===== config.mk =====
export PLATFORM = sky130hd
export DESIGN_NAME = u_lsu
export DESIGN_NICKNAME = d
export VERILOG_FILES = /design/src/rtl/lsu_pkg.sv /design/src/rtl/u_lsu_align.sv /design/src/rtl/u_lsu.sv
export SDC_FILE = /design/constraint.sdc
export NUM_CORES = 1
export LEC_CHECK = 0
export ABC_CLOCK_PERIOD_IN_PS = 4680
export BUFFER_PORTS_ARGS = -buffer_cell sky130_fd_sc_hd__buf_2
export CAP_MARGIN = 20
export CELL_PAD_IN_SITES_DETAIL_PLACEMENT = 0
export CELL_PAD_IN_SITES_GLOBAL_PLACEMENT = 1
export CORE_MARGIN = 3
export CORE_UTILIZATION = 32
export CTS_BUF_LIST = sky130_fd_sc_hd__clkbuf_4 sky130_fd_sc_hd__clkbuf_8
export DETAILED_ROUTE_END_ITERATION = 8
export GPL_TIMING_DRIVEN = 0
export PLACE_DENSITY = 0.87
export SYNTH_ARGS = -nofsm -noshare
export SYNTH_HDL_FRONTEND = slang
export SYNTH_HIERARCHICAL = 1
export SYNTH_SLANG_ARGS = --single-unit

===== constraint.sdc =====
create_clock -name clk -period 4.68 [get_ports clk]
set_clock_uncertainty 0.15 [all_clocks]
set_input_delay 0.702 -clock clk [delete_from_list [all_inputs] [get_ports clk]]
set_output_delay 0.702 -clock clk [all_outputs]
set_load 0.02 [all_outputs]

===== src/rtl/lsu_pkg.sv =====
// -----------------------------------------------------------------------------
// lsu_pkg
// Shared types and helpers for the load/store unit.
//   lsu_state_t  : FSM state encoding (IDLE, ACC, RSP)
//   lsu_size_t   : decoded access size (byte, half, word, illegal)
//   F3_*         : RV32I funct3 codes for loads/stores
//   decode_size  : funct3 + direction -> access size
//   lane_mask    : access size + address low bits -> sram1 byte enables
//   store_lanes  : access size + rs2 -> lane-replicated store data
// -----------------------------------------------------------------------------
package lsu_pkg;

   typedef enum logic [1:0] {
      ST_IDLE = 2'd0,
      ST_ACC  = 2'd1,
      ST_RSP  = 2'd2
   } lsu_state_t;

   typedef enum logic [1:0] {
      SZ_B   = 2'd0,
      SZ_H   = 2'd1,
      SZ_W   = 2'd2,
      SZ_ILL = 2'd3
   } lsu_size_t;

   localparam logic [2:0] F3_B  = 3'd0;
   localparam logic [2:0] F3_H  = 3'd1;
   localparam logic [2:0] F3_W  = 3'd2;
   localparam logic [2:0] F3_BU = 3'd4;
   localparam logic [2:0] F3_HU = 3'd5;

   // Unsigned variants only exist for loads; stores with f3 4/5 are illegal.
   function automatic lsu_size_t decode_size(input logic st, input logic [2:0] f3);
      lsu_size_t sz;
      case (f3)
         F3_B:    sz = SZ_B;
         F3_H:    sz = SZ_H;
         F3_W:    sz = SZ_W;
         F3_BU:   sz = st ? SZ_ILL : SZ_B;
         F3_HU:   sz = st ? SZ_ILL : SZ_H;
         default: sz = SZ_ILL;
      endcase
      return sz;
   endfunction

   function automatic logic [3:0] lane_mask(input lsu_size_t sz, input logic [1:0] adr_lo);
      logic [3:0] m;
      case (sz)
         SZ_B:    m = 4'b0001 << adr_lo;
         SZ_H:    m = adr_lo[1] ? 4'b1100 : 4'b0011;
         default: m = 4'b1111;
      endcase
      return m;
   endfunction

   // Replicating the datum across lanes lets the byte enables alone pick
   // the destination, so no shifter is needed on the write path.
   function automatic logic [31:0] store_lanes(input lsu_size_t sz, input logic [31:0] wd);
      logic [31:0] d;
      case (sz)
         SZ_B:    d = {4{wd[7:0]}};
         SZ_H:    d = {2{wd[15:0]}};
         default: d = wd;
      endcase
      return d;
   endfunction

endpackage


===== src/rtl/u_lsu_align.sv =====
// -----------------------------------------------------------------------------
// u_lsu_align
// Combinational load-data extraction: shifts the sram1 read word down by the
// byte offset and sign/zero-extends according to funct3.
//   dat_rd : raw 32-bit sram1 read word
//   adr    : byte offset within the word
//   f3     : load funct3 (anything not B/H/BU/HU passes the word through)
//   ld_d   : aligned, extended write-back data
// -----------------------------------------------------------------------------
module u_lsu_align
   import lsu_pkg::*;
(
   input  logic [31:0] dat_rd,
   input  logic [1:0]  adr,
   input  logic [2:0]  f3,
   output logic [31:0] ld_d
);

   logic [31:0] sh;

   // Word accesses always have offset 0 here, so the shifted value is the
   // raw word for them too.
   assign sh = dat_rd >> {adr, 3'b000};

   always_comb begin
      ld_d = sh;
      case (f3)
         F3_B:    ld_d = {{24{sh[7]}}, sh[7:0]};
         F3_BU:   ld_d = {24'h0, sh[7:0]};
         F3_H:    ld_d = {{16{sh[15]}}, sh[15:0]};
         F3_HU:   ld_d = {16'h0, sh[15:0]};
         default: ld_d = sh;
      endcase
   end

endmodule


===== src/rtl/u_lsu.sv =====
// -----------------------------------------------------------------------------
// u_lsu
// Load/store unit between the execute stage and the sram1 data port. Accepts
// one request at a time, issues registered byte-lane strobes, and returns
// aligned/extended load data as a register-file write-back.
//
// Optional feature macro: LSU_EXC_EN
//   defined   : misaligned / illegal-funct3 detection, exc_* outputs live
//   undefined : no detection, exc_* tied 0, address low bits masked per size,
//               illegal funct3 treated as a word access
//
// Ports
//   clk, rst                         clock, synchronous active-high reset
//   req_v/req_rdy                    request handshake (accept on req_v & req_rdy)
//   req_st, req_f3, req_adr,
//   req_wd, req_rd_a                 request payload
//   flush                            kill of a request in IDLE or load in RSP
//   busy                             access in flight
//   dat_a, dat_we, dat_wd, dat_re    sram1 request (registered)
//   dat_rd                           sram1 read data, one cycle after dat_re
//   wb_v, wb_a, wb_d                 load write-back
//   exc_v, exc_cause, exc_adr        one-cycle exception report
//   fsm_state                        FSM state, for observation
//
// Handshake: a request transfers on a rising edge where req_v & req_rdy;
// req_rdy is high exactly in IDLE and does not depend on req_v.
// -----------------------------------------------------------------------------
module u_lsu
   import lsu_pkg::*;
#(
   parameter int AW = 16
) (
   input  logic          clk,
   input  logic          rst,
   input  logic          req_v,
   input  logic          req_st,
   input  logic [2:0]    req_f3,
   input  logic [31:0]   req_adr,
   input  logic [31:0]   req_wd,
   input  logic [4:0]    req_rd_a,
   output logic          req_rdy,
   input  logic          flush,
   output logic          busy,
   output logic [AW-1:0] dat_a,
   output logic [3:0]    dat_we,
   output logic [31:0]   dat_wd,
   output logic [3:0]    dat_re,
   input  logic [31:0]   dat_rd,
   output logic          wb_v,
   output logic [4:0]    wb_a,
   output logic [31:0]   wb_d,
   output logic          exc_v,
   output logic          exc_cause,
   output logic [31:0]   exc_adr,
   output logic [1:0]    fsm_state
);

   lsu_state_t  state;
   logic [1:0]  adr_lo_q;
   logic [2:0]  f3_q;
   logic [4:0]  rd_a_q;
   logic        st_q;

   lsu_size_t   sz;
   lsu_size_t   eff_sz;
   logic [1:0]  eff_lo;
   logic [2:0]  eff_f3;
   logic        exc_hit;
   logic [31:0] ld_d;

   assign sz = decode_size(req_st, req_f3);

`ifdef LSU_EXC_EN
   logic        illegal;
   logic        misal;
   logic        exc_v_q;
   logic        exc_cause_q;
   logic [31:0] exc_adr_q;

   assign illegal = (sz == SZ_ILL);
   assign misal   = ((sz == SZ_H) && req_adr[0]) ||
                    ((sz == SZ_W) && (req_adr[1:0] != 2'b00));
   assign exc_hit = illegal | misal;
   assign eff_sz  = sz;
   assign eff_f3  = req_f3;
   assign eff_lo  = req_adr[1:0];

   assign exc_v     = exc_v_q;
   assign exc_cause = exc_cause_q;
   assign exc_adr   = exc_adr_q;
`else
   logic unused_adr;

   assign exc_hit = 1'b0;
   assign eff_sz  = (sz == SZ_ILL) ? SZ_W : sz;
   assign eff_f3  = (sz == SZ_ILL) ? F3_W : req_f3;

   // Without exception checking, the offset is forced into alignment.
   always_comb begin
      eff_lo = 2'b00;
      case (eff_sz)
         SZ_B:    eff_lo = req_adr[1:0];
         SZ_H:    eff_lo = {req_adr[1], 1'b0};
         default: eff_lo = 2'b00;
      endcase
   end

   assign unused_adr = ^req_adr[31:AW+2];

   assign exc_v     = 1'b0;
   assign exc_cause = 1'b0;
   assign exc_adr   = 32'h0;
`endif

   always_ff @(posedge clk) begin
      if (rst) begin
         state    <= ST_IDLE;
         adr_lo_q <= 2'b00;
         f3_q     <= 3'd0;
         rd_a_q   <= 5'd0;
         st_q     <= 1'b0;
         dat_a    <= '0;
         dat_we   <= 4'h0;
         dat_wd   <= 32'h0;
         dat_re   <= 4'h0;
`ifdef LSU_EXC_EN
         exc_v_q     <= 1'b0;
         exc_cause_q <= 1'b0;
         exc_adr_q   <= 32'h0;
`endif
      end else begin
         // Strobes and store data are only ever live for the one ACC cycle.
         dat_we <= 4'h0;
         dat_wd <= 32'h0;
         dat_re <= 4'h0;
`ifdef LSU_EXC_EN
         exc_v_q <= 1'b0;
`endif
         case (state)
            ST_IDLE: begin
               if (req_v && !flush) begin
                  if (exc_hit) begin
`ifdef LSU_EXC_EN
                     exc_v_q     <= 1'b1;
                     exc_cause_q <= illegal;
                     exc_adr_q   <= req_adr;
`endif
                  end else begin
                     dat_a    <= req_adr[AW+1:2];
                     adr_lo_q <= eff_lo;
                     f3_q     <= eff_f3;
                     rd_a_q   <= req_rd_a;
                     st_q     <= req_st;
                     if (req_st) begin
                        dat_we <= lane_mask(eff_sz, eff_lo);
                        dat_wd <= store_lanes(eff_sz, req_wd);
                     end else begin
                        dat_re <= lane_mask(eff_sz, eff_lo);
                     end
                     state <= ST_ACC;
                  end
               end
            end
            // A store is committed once its strobe has been driven, so
            // flush has no effect here.
            ST_ACC:  state <= st_q ? ST_IDLE : ST_RSP;
            ST_RSP:  state <= ST_IDLE;
            default: state <= ST_IDLE;
         endcase
      end
   end

   u_lsu_align u_align (
      .dat_rd (dat_rd),
      .adr    (adr_lo_q),
      .f3     (f3_q),
      .ld_d   (ld_d)
   );

   assign req_rdy   = (state == ST_IDLE);
   assign busy      = (state != ST_IDLE);
   assign wb_v      = (state == ST_RSP) && !flush && (rd_a_q != 5'd0);
   assign wb_a      = rd_a_q;
   assign wb_d      = (state == ST_RSP) ? ld_d : 32'h0;
   assign fsm_state = state;

endmodule

==> flow_summary_export.csv, run 1 <==
group,metric,value,unit
status,status,"complete, no violations",
logic_synthesis,synthTopCellsByArea,"dfxtp_1 39%, mux2i_1 8.0%, buf_4 7.5%",
logic_synthesis,synth_top_area_cell,"dfxtp_1",
logic_synthesis,netlist_area,3516,um^2
clock_tree,cts_root_buffer,"clkbuf_8",
sta,worst_pin_slew,0.6549,ns
clock_tree,clockBufferDepth,2,
floorplan,fp.dieArea,12280,um^2
logic_synthesis,synth.ff_latch_count,69,
grt,grt_util_all_layers,17.58,%
worst_setup_path,r2r_setup_slack,3.01,ns
worst_setup_path,start_kind,"register",
grt,grt_max_degree,12,
worst_setup_path,rr_worst_depth,4,
worst_setup_path,critPathKind,"register to primary output",
floorplan,initial_core_util,33.46,%
layout,stdcell_count,775,
grt,grt_pass1_vias,3492,
clock_tree,cts_tree,"done",
worst_setup_path,cp.required,3.83,ns
sta,setup_violations,0,
worst_setup_path,max_stage_delay,0.38,ns
clock_tree,clk_transition_reported_paths,0.07,ns
floorplan,io_pins,241,
route,detail_route.iter0.violations,251,
layout,most-common-layout-cells,"202 x buf_2, 69 x dfxtp_1, 48 x nand2_1, 40 x and2_1, 35 x buf_4",
layout,layout_commonest_cell,"buf_2",
floorplan,core-area,10510,um^2
logic_synthesis,seq_area_frac_synth,39.29,%
placement,dp_hpwl,9.206,mm
worst_hold_path,hp-class,"register to register",
worst_setup_path,arrival,2.12,ns
layout,nets,743,
worst_setup_path,end_kind,"primary output",
power_and_ir_drop,p_leak,2.624,nW
placement,portBuffers,191,
clock_tree,htreeDepth,3,
worst_setup_path,r2r-start,"fsm_state[1]",
worst_hold_path,min_from,"st_q",
clock_tree,cts_hold_buf,0,
route,route.met2.wl,5.513,mm
logic_synthesis,synth_top_area_share,39.29,%
clock_tree,cts-resized-gates,0,
route,ant_nets,0,
logic_synthesis,ys_warn_count,6,
job,cap_viol_max_count,0,
power_and_ir_drop,irDropWorstVdd,0.2146,mV
power_and_ir_drop,powerDensity,289.4,nW/um^2
worst_setup_path,crit_buf_inv,4,
placement,gp_congestion,0.8676,
route,wl,11.37,mm
worst_setup_path,cp_cell_sequence,"buf_6 > buf_4 > buf_2 > mux2i_1 > o21ai_0 > and2_1 > buf_2",
route,vias,3610,
sta,fin_crit_sh,63.44,%
worst_hold_path,whs_path_depth,1,
grt,overflow,0,
worst_setup_path,critical_path_peak_fanout,10,
logic_synthesis,avgSynthCellArea,8.812,um^2
worst_setup_path,crit_top_cell,"buf_2",
sta,rsz0062_at_grt,"false",
clock_tree,cts_sinks,69,
route,dr.pass1.iters,4,
sta,slew_headroom,56.26,%
route,wire_per_inst,14.67,um
logic_synthesis,synth_cell_type_count,41,
worst_setup_path,critPathTopFamily,"buffers and inverters",
sta,fin_worst_hold_slack,0.2843,ns
route,top_layer_used,"met4",
layout,drive_gt1_share,43.04,%
worst_setup_path,slowest_stage,"dfxtp_1",
route,met3_length,958,um
layout,area_delta_synth_final,42.06,%
route,post_drt_via_cell_ratio,4.658,
floorplan,die_w,110.8,um
clock_tree,clock_latency,0.33,ns
layout,n_antenna_cell,0,
clock_tree,post_cts_buffers,0,
worst_hold_path,min_to,"fsm_state[1]",
route,drc,0,
sta,finalHoldViolCount,0,
floorplan,die_y,110.8,um
floorplan,num_rows,37,
placement,place_inst,759,
route,wl_met1,4.573,mm
sta,finalSetupTns,0,ns
sta,maxSlewViolCount,0,
sta,fmax,0.3368,GHz
grt,antenna_found_initial,0,
grt,grt_pass1_wl,17.60,mm
sta,fin_crit,2.969,ns
clock_tree,cts_inserted_buffers,9,
logic_synthesis,syn_inst,399,
worst_setup_path,timing.rr.end,"dat_wd[18]",
## worst max-delay path by stage
stage	slack [ns]	startpoint	cells after the start	to
after global routing	1.53	adr_lo_q[0]	8	wb_d[17]
after CTS	1.68	adr_lo_q[0]	7	wb_d[16]
final	1.71	adr_lo_q[0]	7	wb_d[16]
after floorplan	2.21	dat_rd[31]	6	wb_d[17]
after global placement	1.88	dat_rd[31]	7	wb_d[15]
after detailed placement	1.83	dat_rd[23]	8	wb_d[17]
## flip-flops by register name (all words and copies together) (netlist names)
name       count
adr_lo_q       2
dat_a         16
dat_re         4
dat_wd        32
dat_we         4
f3_q           3
fsm_state      2
st_q           1
wb_a           5
## synthesized netlist by cell type, drive strengths merged
cell / number
a211o: 1
and3b: 1
nor3: 4
nand2b: 4
a211oi: 24
clkbuf: 8
nor2b: 9
nor4b: 3
inv: 3
nor2: 33
a21oi: 28
o21ai: 8
a22o: 21
nor3b: 1
a32o: 4
a311oi: 1
nand2: 48
o211ai: 1
and2: 40
or2: 2
clkinv: 1
dfxtp: 69
buf: 50
or4: 1
conb: 1
a21o: 2
nand3b: 2
a21boi: 1
mux2i: 28
## routing by layer
metal / vias up / global-route usage [%]
met5: - / 0
met4: 0 / 7.635
met3: 23 / 5.568
met2: 182 / 30.18
met1: 1623 / 19.99
li1: 1782 / -
## cells by family after synthesis
family	synth area share, %
simple gates	21.99
compound gates	18.86
flops	39.29
buf+inv	11.78
mux	7.972
other cells	0.1067
## area by class of cell
| cell class | instances | area [um^2] |
|---|---|---|
| Sequential cell | 69 | 1381 |
| Tap cell | 136 | 170.2 |
| Buffer | 58 | 394.1 |
| Timing Repair Buffer | 191 | 955.9 |
| Clock buffer | 12 | 158.9 |
| Multi-Input combinational cell | 301 | 1844 |
| Fill cell | 1046 | 5514 |
| Inverter | 4 | 20.02 |
| Clock inverter | 4 | 70.07 |
## stage by stage
stage | total power, mW | util (%) | setup slack [ns] | cell area, um^2
3_5_place_dp | 0.9081 | 45.35 | 1.826 | 4766
6_report | 1.446 | 47.53 | 1.711 | 4995
5_1_grt | 1.516 | 47.53 | 1.527 | 4995
3_3_place_gp | 0.9046 | 45.35 | 1.884 | 4766
4_1_cts | 1.459 | 47.53 | 1.683 | 4995
2_1_floorplan | 0.8068 | - | 2.209 | 3640
## power by group
part           switching, mW  total, mW  internal [mW]
combinational          0.166      0.282          0.116
sequential            0.0101      0.615          0.605
clock                  0.215      0.549          0.333
## worst register-to-register path, delay by kind of cell, from the launching register on
kind,cells,cell delay (ns)
compound gates,1,0.15
flops,1,0.38
buf+inv,1,0.27
simple gates,2,0.65
Power figures use the tool's default switching activity.
==> inputs of run 2 (changes only) <==
--- a/config.mk
+++ b/config.mk
@@ -5,17 +5,17 @@
 export SDC_FILE = /design/constraint.sdc
 export NUM_CORES = 1
 export LEC_CHECK = 0
-export ABC_CLOCK_PERIOD_IN_PS = 4680
+export ABC_CLOCK_PERIOD_IN_PS = 2500
 export BUFFER_PORTS_ARGS = -buffer_cell sky130_fd_sc_hd__buf_2
 export CAP_MARGIN = 20
 export CELL_PAD_IN_SITES_DETAIL_PLACEMENT = 0
 export CELL_PAD_IN_SITES_GLOBAL_PLACEMENT = 1
 export CORE_MARGIN = 3
-export CORE_UTILIZATION = 32
+export CORE_UTILIZATION = 27
 export CTS_BUF_LIST = sky130_fd_sc_hd__clkbuf_4 sky130_fd_sc_hd__clkbuf_8
 export DETAILED_ROUTE_END_ITERATION = 8
 export GPL_TIMING_DRIVEN = 0
-export PLACE_DENSITY = 0.87
+export PLACE_DENSITY = 0.78
 export SYNTH_ARGS = -nofsm -noshare
 export SYNTH_HDL_FRONTEND = slang
 export SYNTH_HIERARCHICAL = 1
==> constraint.sdc (replaced) <==
create_clock -name clk -period 2.5 [get_ports clk]
set_clock_uncertainty 0.15 [all_clocks]
set_input_delay 0.375 -clock clk [delete_from_list [all_inputs] [get_ports clk]]
set_output_delay 0.375 -clock clk [all_outputs]
set_load 0.02 [all_outputs]
==> run 2 against run 1 <==
  * Combinational power up 100%
  * Sequential cell count stayed put
  * Die area is 17% higher
  * Cell count is 5.4% higher
  * Non-clock buffer count is 6 higher
  * Hold slack worse by 0.19 ns
  * Via count fell by 1.1%
  * Setup slack lost 1.7 ns
  * Highest routed layer unchanged
==> flow_summary_export.csv, run 2 (same netlist as run 1, synthesis figures left out) <==
group,metric,value,unit
floorplan,die_y,120.1,um
clock_tree,clk_transition_reported_paths,0.07,ns
worst_setup_path,cp.required,1.98,ns
layout,most-common-layout-cells,"188 x buf_2, 68 x dfxtp_1, 46 x nand2_1, 40 x buf_4, 36 x and2_1",
route,detail_route.iter0.violations,211,
clock_tree,clock_latency,0.34,ns
layout,layout_commonest_cell,"buf_2",
layout,n_antenna_cell,0,
worst_setup_path,r2r_setup_slack,0.87,ns
layout,regMostFlops,"dat_wd",
sta,rsz0062_at_grt,"true",
route,top_layer_used,"met4",
worst_setup_path,crit_path_start,"adr_lo_q[0]",
status,status,"complete, no violations",
power_and_ir_drop,seqPwrFrac,41.9,%
power_and_ir_drop,powerDensity,518.4,nW/um^2
worst_setup_path,rr_worst_depth,4,
worst_setup_path,cp_cell_sequence,"buf_8 > mux2i_4 > mux2i_1 > o211ai_2 > buf_6 > buf_6 > nand2_1 > and2_1 > buf_6",
grt,antenna_found_initial,0,
placement,portBuffers,191,
sta,maxSlewViolCount,0,
power_and_ir_drop,p_clk_share,37.4,%
route,wl_met1,4.685,mm
sta,finalSetupTns,0,ns
power_and_ir_drop,combPwrFrac,20.7,%
floorplan,fp.dieArea,14430,um^2
layout,nets,749,
power_and_ir_drop,p_int,2.002,mW
worst_setup_path,crit_buf_inv,4,
worst_hold_path,min_from,"req_rd_a[2]",
layout,area_delta_synth_final,50.75,%
floorplan,io_pins,241,
power_and_ir_drop,irDropWorstVdd,0.3400,mV
placement,place_inst,795,
power_and_ir_drop,swShare,27.14,%
grt,grt_max_degree,12,
worst_hold_path,min_to,"wb_a[2]",
grt,grt_pass1_vias,3374,
route,dr.pass1.iters,4,
worst_setup_path,critPathKind,"register to primary output",
route,wire_per_inst,14.22,um
sta,fin_worst_hold_slack,0.09715,ns
worst_setup_path,max_stage_delay,0.36,ns
route,met3_length,928,um
floorplan,die_w,120.1,um
grt,grt_pass1_wl,17.53,mm
route,route.met2.wl,5.685,mm
sta,slew_headroom,54.35,%
worst_setup_path,crit_top_cell,"buf_6",
clock_tree,cts_sinks,69,
worst_setup_path,critPathTopFamily,"buffers and inverters",
clock_tree,clockBufferDepth,2,
power_and_ir_drop,p_leak,2.698,nW
worst_setup_path,slowest_stage,"dfxtp_2",
sta,fin_crit,2.488,ns
worst_setup_path,arrival,1.96,ns
sta,fin_crit_sh,99.53,%
sta,setup_violations,0,
placement,place_area,4811,um^2
power_and_ir_drop,power_switching,0.7457,mW
sta,fmax,0.4019,GHz
layout,fin_area,5300,um^2
route,ant_nets,0,
grt,overflow,0,
layout,drive_gt1_share,46.51,%
route,post_drt_via_cell_ratio,4.372,
layout,stdcell_count,817,
route,drc,0,
worst_hold_path,hp-class,"input pin to register",
placement,dp_hpwl,9.336,mm
floorplan,initial_core_util,27.75,%
clock_tree,htreeDepth,3,
clock_tree,cts_tree,"done",
floorplan,core-area,12670,um^2
placement,gp_congestion,0.9185,
grt,grt_util_all_layers,15.32,%
floorplan,num_rows,41,
job,cap_viol_max_count,0,
worst_setup_path,timing.rr.end,"dat_wd[9]",
worst_hold_path,whs_path_depth,2,
sta,worst_pin_slew,0.6835,ns
worst_setup_path,r2r-start,"fsm_state[1]",
worst_setup_path,start_kind,"register",
worst_setup_path,end_kind,"primary output",
clock_tree,cts_root_buffer,"clkbuf_8",
layout,largest_reg_flops,32,
worst_setup_path,critical_path_peak_fanout,8,
sta,finalHoldViolCount,0,
clock_tree,cts_inserted_buffers,9,
route,vias,3572,
route,wl,11.62,mm
-- run 2: cell count changes in the layout (fill, tap and decap cells not counted), moves of 4 or more --
cell,before,now
and2_1,40,36
and2_4,0,4
mux2i_1,28,21
mux2i_4,0,7
buf_2,202,188
buf_6,4,17
buf_4,35,40
-- run 2: worst reg2reg max path, cell delays in order (launching register included) --
cell and delay [ns]:
dfxtp_1 0.38, nor4b_2 0.35, nand3b_2 0.26, buf_2 0.27, a21oi_1 0.15
-- run 2: through the flow --
stage               worst slack, ns  power (mW)  utilization (%)
finish                      0.01167       2.747            41.83
global route               -0.09685       2.877            41.83
CTS                       -0.004814       2.766            40.87
detailed placement           0.2127       1.702            37.97
global placement             0.2172       1.698            37.97
floorplan                    0.5443       1.510                -
-- run 2: metal layers --
metal  vias up  global-route usage [%]
met1      1602                   17.89
met2       162                   26.38
met3        21                   3.629
li1       1787                       -
met5         -                       0
met4         0                   7.230
-- run 2: worst max path at each step --
stage                    end  slack (ns)  depth (start not counted)
floorplan           wb_d[17]        0.54                          7
global placement     wb_d[2]        0.22                          7
detailed placement   wb_d[2]        0.21                          7
CTS                 wb_d[31]      -0.005                          9
global route        wb_d[31]        -0.1                          9
finish              wb_d[31]        0.01                          9
-- run 2: final cells by class --
class	count	area, um^2
Timing Repair Buffer	197	1080
Inverter	4	20.02
Sequential cell	69	1383
Clock inverter	4	70.07
Tap cell	172	215.2
Clock buffer	12	158.9
Multi-Input combinational cell	301	1954
Buffer	58	419.2
Fill cell	1334	7371
-- run 2: timing repair --
item	CTS	global route
endpoints found under the setup margin	32	32
pin swaps	3	2
gates resized for setup	26	35
hold buffers	0	0
hold endpoints to repair	0	0
setup buffers	5	0
cloned	1	0
-- run 2: power by group through the flow --
stage / clock (mW) / sequential (mW) / combinational [mW]
after global placement: 0 / 1.18 / 0.522
final: 1.03 / 1.15 / 0.568
after detailed placement: 0 / 1.18 / 0.526
after CTS: 1.06 / 1.15 / 0.554
after floorplan: 0 / 1.21 / 0.299
after global routing: 1.10 / 1.15 / 0.620
==> inputs of run 3 (changes only) <==
--- a/config.mk
+++ b/config.mk
@@ -15,6 +15,7 @@
 export CTS_BUF_LIST = sky130_fd_sc_hd__clkbuf_4 sky130_fd_sc_hd__clkbuf_8
 export DETAILED_ROUTE_END_ITERATION = 8
 export GPL_TIMING_DRIVEN = 0
+export MAX_ROUTING_LAYER = met4
 export PLACE_DENSITY = 0.78
 export SYNTH_ARGS = -nofsm -noshare
 export SYNTH_HDL_FRONTEND = slang
==> run 3 against run 2 <==
  * Sequential cell count is the same
  * Hold slack gained 0.0014 ns
  * Fmax grew 0.19%
  * Global-route usage grew 0.66 points
  * Non-clock buffer count shrank 3
  * Highest routed layer unchanged
  * Setup slack gained 0.0046 ns
  * Power shrank 0.97%
  * Critical endpoint is now wb_d[25]
  * First-iteration DRC count shrank 1.9%
  * Via count grew 1.1%
  * Die area is the same
  * Largest power group unchanged
  * Utilization is essentially flat
  * Sequential share of layout area is essentially flat
==> flow_summary_export.csv, run 3 (same netlist as run 1, synthesis figures left out) <==
group,metric,value,unit
clock_tree,clk_transition_reported_paths,0.07,ns
clock_tree,clock_latency,0.34,ns
grt,antenna_found_initial,0,
worst_setup_path,crit_buf_inv,3,
power_and_ir_drop,p_leak,2.680,nW
worst_setup_path,crit_top_cell,"buf_6",
worst_setup_path,slowest_stage,"dfxtp_2",
route,wire_per_inst,14.39,um
layout,fin_util,41.81,%
worst_setup_path,critical_path_peak_fanout,7,
layout,most-common-layout-cells,"188 x buf_2, 68 x dfxtp_1, 43 x nand2_1, 36 x buf_4, 34 x conb_1",
worst_setup_path,r2r-start,"fsm_state[1]",
clock_tree,cts_inserted_buffers,9,
route,ant_nets,0,
status,status,"complete, no violations",
power_and_ir_drop,p_int,1.948,mW
power_and_ir_drop,power_switching,0.7721,mW
sta,fin_crit_sh,99.35,%
sta,fin_crit,2.484,ns
layout,fin_area,5298,um^2
route,vias,3613,
layout,n_antenna_cell,0,
placement,place_area,4811,um^2
floorplan,initial_core_util,27.75,%
layout,nets,746,
layout,drive_gt1_share,48.29,%
layout,nFillCells,1291,
clock_tree,cts_root_buffer,"clkbuf_8",
route,drc,0,
sta,worst_pin_slew,0.6988,ns
sta,maxSlewViolCount,0,
floorplan,die_w,120.1,um
worst_hold_path,min_to,"wb_a[4]",
sta,slew_headroom,53.33,%
layout,area_delta_synth_final,50.68,%
worst_setup_path,max_stage_delay,0.35,ns
route,post_drt_via_cell_ratio,4.439,
floorplan,die_y,120.1,um
power_and_ir_drop,powerDensity,513.6,nW/um^2
grt,grt_pass1_vias,3399,
sta,fin_worst_hold_slack,0.09854,ns
sta,finalHoldViolCount,0,
placement,place_inst,795,
worst_setup_path,critPathTopFamily,"buffers and inverters",
floorplan,fp.dieArea,14430,um^2
sta,fmax,0.4026,GHz
worst_hold_path,min_from,"req_rd_a[4]",
job,cap_viol_max_count,0,
sta,rsz0062_at_grt,"true",
worst_hold_path,whs_path_depth,2,
worst_setup_path,timing.rr.end,"dat_wd[9]",
grt,grt_util_all_layers,15.98,%
sta,finalSetupTns,0,ns
clock_tree,htreeDepth,3,
route,dr.pass1.iters,4,
power_and_ir_drop,combPwrFrac,21.1,%
floorplan,num_rows,41,
clock_tree,cts_tree,"done",
floorplan,core-area,12670,um^2
power_and_ir_drop,p_clk_share,36.6,%
layout,stdcell_count,814,
worst_setup_path,rr_worst_depth,4,
route,detail_route.iter0.violations,207,
layout,regMostFlops,"dat_wd",
worst_hold_path,hp-class,"input pin to register",
power_and_ir_drop,irDropWorstVdd,0.4392,mV
placement,gp_congestion,0.9049,
clock_tree,cts_sinks,69,
worst_setup_path,cp_cell_sequence,"buf_8 > mux2i_4 > mux2i_2 > o211ai_4 > buf_6 > nand2_1 > and2_4 > buf_6",
worst_setup_path,arrival,1.96,ns
worst_setup_path,start_kind,"register",
power_and_ir_drop,swShare,28.38,%
placement,dp_hpwl,9.344,mm
floorplan,io_pins,241,
grt,overflow,0,
layout,layout_commonest_cell,"buf_2",
route,wl,11.71,mm
placement,portBuffers,191,
layout,largest_reg_flops,32,
grt,grt_pass1_wl,17.82,mm
worst_setup_path,end_kind,"primary output",
worst_setup_path,r2r_setup_slack,0.83,ns
worst_setup_path,cp.required,1.98,ns
power_and_ir_drop,seqPwrFrac,42.3,%
grt,grt_max_degree,13,
sta,setup_violations,0,
clock_tree,clockBufferDepth,2,
worst_setup_path,critPathKind,"register to primary output",
[run 3: cell count changes in the layout (fill, tap and decap cells not counted), sizes merged]
| cell | change |
|---|---|
| clkinvlp | +3 |
| clkinv | -1 |
| buf | -3 |
| clkbuf | -2 |
[run 3: routing by layer]
layer  GRT usage [%]  routed length (um)  up-vias
li1                -                   -     1785
met3           2.121                 838       23
met4           6.943                 286        0
met2           27.05                5814      170
met1           19.05                4771     1635
met5               -                   0        -
[run 3: how the worst max path moves through the flow]
stage / from / to / cells after the start
floorplan: adr_lo_q[0] / wb_d[17] / 7
global placement: adr_lo_q[0] / wb_d[2] / 7
detailed placement: adr_lo_q[0] / wb_d[2] / 7
CTS: adr_lo_q[0] / wb_d[29] / 8
global route: adr_lo_q[0] / wb_d[20] / 8
finish: adr_lo_q[0] / wb_d[25] / 8
[run 3: final cells by class]
cell class	count	area (um^2)	area share, %
timing repair buffer	194	1067	20.15
multi-input combinational	301	1979	37.36
buffer	58	414.1	7.818
sequential	69	1383	26.10
inverter	4	20.02	0.3779
tap	172	215.2	4.062
clock inverter	6	87.58	1.653
clock buffer	10	131.4	2.480
[run 3: power groups by stage]
stage / Sequential, mW / Clock, mW / Combinational (mW)
after floorplan: 1.21 / 0 / 0.299
after global placement: 1.18 / 0 / 0.524
after detailed placement: 1.18 / 0 / 0.526
after CTS: 1.15 / 1.03 / 0.550
after global routing: 1.16 / 1.07 / 0.626
final: 1.15 / 0.994 / 0.574
[run 3: stage by stage]
step / setup slack (ns) / total power [mW]
4_1_cts: -0.08229 / 2.729
3_5_place_dp: 0.2290 / 1.702
6_report: 0.01628 / 2.721
2_1_floorplan: 0.5443 / 1.510
3_3_place_gp: 0.2103 / 1.700
5_1_grt: -0.1076 / 2.855
[run 3: worst reg2reg max path, stage by stage, from the launching register on]
cell and delay [ns]:
dfxtp_1 0.39, nor4b_2 0.36, nand3b_2 0.27, buf_2 0.27, a21oi_1 0.16
[run 3: timing repair]
| item | 4_1_cts | 5_1_grt |
|---|---|---|
| hold buffers | 0 | 0 |
| resized for setup | 46 | 33 |
| setup endpoints to repair | 32 | 32 |
| pin swaps | 3 | 2 |
| setup buffers | 2 | 0 |
| cloned | 1 | 0 |
